<file path="config.mk">
export PLATFORM = sky130hd
export DESIGN_NAME = demux1_8_sipo
export DESIGN_NICKNAME = d
export VERILOG_FILES = /design/src/rtl/demux_pkg.sv /design/src/rtl/idle_timer.sv /design/src/rtl/demux1_8_sipo.sv
export SDC_FILE = /design/constraint.sdc
export NUM_CORES = 1
export LEC_CHECK = 0
export ABC_AREA = 1
export BUFFER_PORTS_ARGS = -buffer_cell sky130_fd_sc_hd__buf_2
export CORE_MARGIN = 2
export CORE_UTILIZATION = 25
export DETAILED_ROUTE_END_ITERATION = 8
export PLACE_DENSITY_LB_ADDON = 0.2
export SLEW_MARGIN = 30
export SYNTH_ARGS = -nofsm -noshare
export SYNTH_HDL_FRONTEND = slang
export SYNTH_SLANG_ARGS = --single-unit
</file>
<file path="constraint.sdc">
create_clock -name clk -period 4.8 [get_ports clk]
set_clock_uncertainty 0.05 [all_clocks]
set_input_delay 0.96 -clock clk [delete_from_list [all_inputs] [get_ports clk]]
set_output_delay 0.96 -clock clk [all_outputs]
set_load 0.1 [all_outputs]
</file>
<file path="src/rtl/demux_pkg.sv">
// demux_pkg: shared frame width, counter width and FSM encoding for the SIPO demux
package demux_pkg;
  localparam int FRAME_W = 8;
  localparam int PTR_W   = 3;
  localparam int CNT_W   = 8;
  typedef enum logic {IDLE, FILL} state_t;
endpackage

</file>
<file path="src/rtl/idle_timer.sv">
// idle_timer: counts consecutive idle cycles and flags the cycle that reaches TIMEOUT
module idle_timer
  import demux_pkg::*;
#(
  parameter int TIMEOUT = 16
) (
  input  logic clk,
  input  logic rst_n,
  input  logic run,
  input  logic kick,
  output logic expired
);
  logic [CNT_W-1:0] cnt_q, cnt_d;
  assign expired = run && !kick && (cnt_q == CNT_W'(TIMEOUT - 1));
  // restart on any kick or on expiry, otherwise advance only while running
  always_comb cnt_d = (kick || expired) ? '0 : run ? cnt_q + 1'b1 : cnt_q;
  // idle count register
  always_ff @(posedge clk or negedge rst_n)
    if (!rst_n) cnt_q <= '0;
    else        cnt_q <= cnt_d;
endmodule

</file>
<file path="src/rtl/demux1_8_sipo.sv">
// demux1_8_sipo: serial bits routed into an 8-position frame, published when every position is written
module demux1_8_sipo
  import demux_pkg::*;
#(
  parameter int TIMEOUT = 16
) (
  input  logic             clk,
  input  logic             rst_n,
  input  logic             din,
  input  logic             din_valid,
  input  logic             addr_mode,
  input  logic [PTR_W-1:0] sel,
  input  logic             clear,
  output logic             D0,
  output logic             D1,
  output logic             D2,
  output logic             D3,
  output logic             D4,
  output logic             D5,
  output logic             D6,
  output logic             D7,
  output logic             frame_valid,
  output logic [FRAME_W-1:0] fill_mask,
  output logic             timeout_err
);
  state_t               state_q;
  logic [FRAME_W-1:0]   mask_q, shadow_q, dout_q;
  logic [PTR_W-1:0]     ptr_q;
  logic                 frame_valid_q, timeout_err_q;
  logic                 accept, complete, expired, run;
  logic [PTR_W-1:0]     tgt;
  logic [FRAME_W-1:0]   onehot, mask_d, shadow_d;

  // clear wins over din_valid, so a bit arriving with clear is simply dropped
  assign accept   = din_valid && !clear;
  assign tgt      = addr_mode ? sel : ptr_q;
  assign onehot   = FRAME_W'(1) << tgt;
  assign mask_d   = mask_q | onehot;
  assign shadow_d = din ? (shadow_q | onehot) : (shadow_q & ~onehot);
  assign complete = accept && (&mask_d);
  // only idle cycles inside a partial frame count toward the abort
  assign run      = (state_q == FILL) && !din_valid && !clear;

  idle_timer #(.TIMEOUT(TIMEOUT)) u_timer (
    .clk    (clk),
    .rst_n  (rst_n),
    .run    (run),
    .kick   (accept || clear),
    .expired(expired)
  );

  // frame assembly FSM: clear, then completion, then plain accept, then timeout abort
  always_ff @(posedge clk or negedge rst_n)
    if (!rst_n) begin
      state_q       <= IDLE;
      mask_q        <= '0;
      shadow_q      <= '0;
      dout_q        <= '0;
      ptr_q         <= '0;
      frame_valid_q <= 1'b0;
      timeout_err_q <= 1'b0;
    end else begin
      frame_valid_q <= 1'b0;
      timeout_err_q <= 1'b0;
      if (clear) begin
        state_q  <= IDLE;
        mask_q   <= '0;
        shadow_q <= '0;
        ptr_q    <= '0;
      end else if (complete) begin
        state_q       <= IDLE;
        dout_q        <= shadow_d;
        mask_q        <= '0;
        shadow_q      <= '0;
        ptr_q         <= '0;
        frame_valid_q <= 1'b1;
      end else if (accept) begin
        state_q  <= FILL;
        mask_q   <= mask_d;
        shadow_q <= shadow_d;
        ptr_q    <= addr_mode ? ptr_q : ptr_q + 1'b1;
      end else if (expired) begin
        state_q       <= IDLE;
        mask_q        <= '0;
        shadow_q      <= '0;
        ptr_q         <= '0;
        timeout_err_q <= 1'b1;
      end
    end

  assign {D7, D6, D5, D4, D3, D2, D1, D0} = dout_q;
  assign fill_mask   = mask_q;
  assign frame_valid = frame_valid_q;
  assign timeout_err = timeout_err_q;
endmodule

</file>
==> out/qor.csv <==
stage;metric;value;unit
sta;final-report setup violation count;0;
clock_network;H-tree depth;2;
worst_setup_path;Crit Path Class;input port to register;
global_routing;initial antenna violation count;0;
pwr;Max IR drop VDD;0.177;mV
sta;setup TNS;0;ps
synth;synth warn;0;
sta;unrepaired setup endpoints after global routing;false;
global_routing;Tot GR Track Use;11.4;%
global_routing;first-pass GRT wire length;7.67;mm
synth;flops & latches, synth;38;
clock_network;CTS tree;done;
flow_run;max-cap violation count;0;
clock_network;Skew-Pair Late Insertion Delay;280;ps
synth;sequential-to-total area share from yosys stat;49.3;%
worst_setup_path;r2r startpoint;u_timer.cnt_q[0];
hold_path;hold_sp;dout_q[3];
detailed_routing;Post-route DRC;0;
sta;Max Slew Vio Count;0;
synth;Synth area leader;dfrtp_1;
global_routing;largest net degree at the start of global routing;39;
worst_setup_path;critical path fanouts, max;9;
detailed_routing;WL final;4.29;mm
clock_network;hold_buf cts;0;
finish;commonest non-fill, non-tap cell in the layout;nand2_1;
sta;final hold vios;0;
finish;commonest cells after routing, fill and taps aside;62 x nand2_1, 38 x dfrtp_1, 31 x inv_1;
synth;net count after synthesis;255;
clock_network;CTS clk-pin slew, worst paths;70;ps
worst_setup_path;worst r2r path cells;8;
clock_network;Max Root-Sink Buffers;2;
worst_setup_path;R2R Path End;u_timer.cnt_q[0];
clock_network;setup bufs post-CTS;0;
hold_path;worst hold endpoint;dout_q[3];
detailed_routing;WL/cell;11.5;um
worst_setup_path;WP data required;4920;ps
pwr;Leak;1.17;nW
placement;GP Congestion;0.823;
sta;Tmin final;2450;ps
finish;nets@finish;283;
synth;Post-Syn Area per Cell;7.91;sq um
pwr;power density cells;314;nW/um^2
floorplan;IO Pins;27;
synth;share of the synthesized area in the top cell type;49.3;%
floorplan;die width;91.9;um
floorplan;Core Footprint;7610;sq um
detailed_routing;via count;1628;
finish;Area Growth Syn to Fin;16.9;%
detailed_routing;ANT nets after route;0;
synth;Mapped Cells;244;
finish;Core Util, Final;29.7;%
sta;period utilization;51.1;%
hold_path;HP Class;register to register;
detailed_routing;Via density;4.34;
worst_setup_path;Startpoint Class;input port;
worst_setup_path;Worst EP arrival;2570;ps
hold_path;hold path depth;2;
finish;layout cell share with drive strength beyond 1;17.2;%
global_routing;vias in the first global route;1625;
clock_network;total CTS buffers;5;
placement;port buffer count;26;
synth;post-synthesis cell area;1930;sq um
detailed_routing;starting DRC count in detailed routing;78;
floorplan;chip height;91.9;um
worst_setup_path;R2R Setup Slk;2730;ps
worst_setup_path;CP endpoint kind;register;
placement;placed cell areas;2150;sq um
clock_network;post-cts resize count;0;
global_routing;global route overflow;0;
clock_network;clock tree sinks;38;
sta;Worst-Margin Slew;901;ps
synth;leading post-synthesis cells by cell area;dfrtp_1 49%, nand2_1 12%, nand3_1 7.0%;
floorplan;Die ar.;8440;sq um
sta;max_slew headroom;39.7;%
worst_setup_path;Setup crit start;din_valid;
detailed_routing;drt pass-1 iters;4;
floorplan;starting density of the core;25.4;%
pwr;overall power;0.000709;W
clock_network;root buf cell;clkbuf_8;
finish;cell area after layout;2260;sq um
finish;n_diodes;0;
synth;post-synthesis cell type count;24;
placement;DP HPWL;3.11;mm
sta;FMAX;408;MHz
floorplan;Row Count;32;
status;status;finished, final reports clean;
power by group:
group	leakage, nW	internal (W)	switching [W]
combinational	0.602	0.0000202	0.0000861
sequential	0.517	0.000330	0.00000542
clock	0.0524	0.000156	0.000112
total	1.17	0.000505	0.000203
worst max path at each step:
| stage | to | slack [ps] | cells past startpoint |
|---|---|---|---|
| floorplan | dout_q[3] | 2560 | 12 |
| global placement | dout_q[5] | 2070 | 6 |
| CTS | u_timer.cnt_q[0] | 2320 | 9 |
| finish | u_timer.cnt_q[0] | 2350 | 9 |
| detailed placement | u_timer.cnt_q[0] | 2010 | 9 |
| global route | u_timer.cnt_q[0] | 2070 | 9 |
per-layer routing:
layer / track usage, % / vias up / wire length [um]
met5: 0 / - / 0
met4: 4.60 / 0 / 66
met3: 2.63 / 4 / 122
met2: 18.0 / 27 / 1940
met1: 15.1 / 760 / 2170
li1: - / 837 / -
cells by family (layout without fill, tap and decap cells):
family	after synthesis	count (layout)	share of synthesized area (%)
AND/OR/NAND/NOR	122	122	28.5
adder cells (fa/ha/maj)	2	2	1.30
flip-flops	38	38	49.3
XOR/XNOR	1	1	0.454
buffers and inverters	39	68	9.34
AO/OA/AOI/OAI	42	42	11.1
critical path: stages:
cell	delay, ps
buf_2	100
nor2_1	130
nand2_1	100
nor3_2	180
nand2_1	120
o21ai_1	530
inv_1	230
nand2_1	140
o21ai_0	70
synth_stat cells:
| cell | n |
|---|---|
| nor2_2 | 2 |
| nand2_1 | 62 |
| o21ai_0 | 26 |
| nand3_1 | 27 |
| o21ai_1 | 3 |
| xor2_1 | 1 |
| dfrtp_1 | 38 |
| clkbuf_1 | 3 |
| nor2_8 | 1 |
| nor3_2 | 1 |
| buf_4 | 1 |
| nand2_2 | 6 |
| nor3_1 | 2 |
| ha_1 | 2 |
| nor3b_1 | 1 |
| buf_6 | 2 |
| nand2_4 | 1 |
| nor2_1 | 18 |
| inv_6 | 1 |
| a21oi_1 | 12 |
| nor4_1 | 1 |
| clkbuf_8 | 1 |
| inv_1 | 31 |
| o21ai_2 | 1 |
sequential cells by signal, summed over array words and instances (netlist names):
register,flops
u_timer.cnt_q,8
shadow_q,8
dout_q,8
fill_mask,8
timeout_err,1
state_q,1
ptr_q,3
frame_valid,1
per-stage QoR:
step / hold WS [ps] / setup WS, ps / cells
5_1_grt: 474 / 2070 / 375
6_report: 431 / 2350 / 375
4_1_cts: 436 / 2320 / 375
3_5_place_dp: 417 / 2010 / 367
3_3_place_gp: 418 / 2070 / 367
2_1_floorplan: 424 / 2560 / 244
area by class of cell:
type,instances,area [sq um]
clock inverter,1,30.0
tap,102,128
sequential,38,951
fill,861,5350
timing repair buffer,28,148
multi-input combinational,167,798
inverter,32,125
clock buffer,7,76.3
Note: power is estimated with default switching activity, not from simulation.
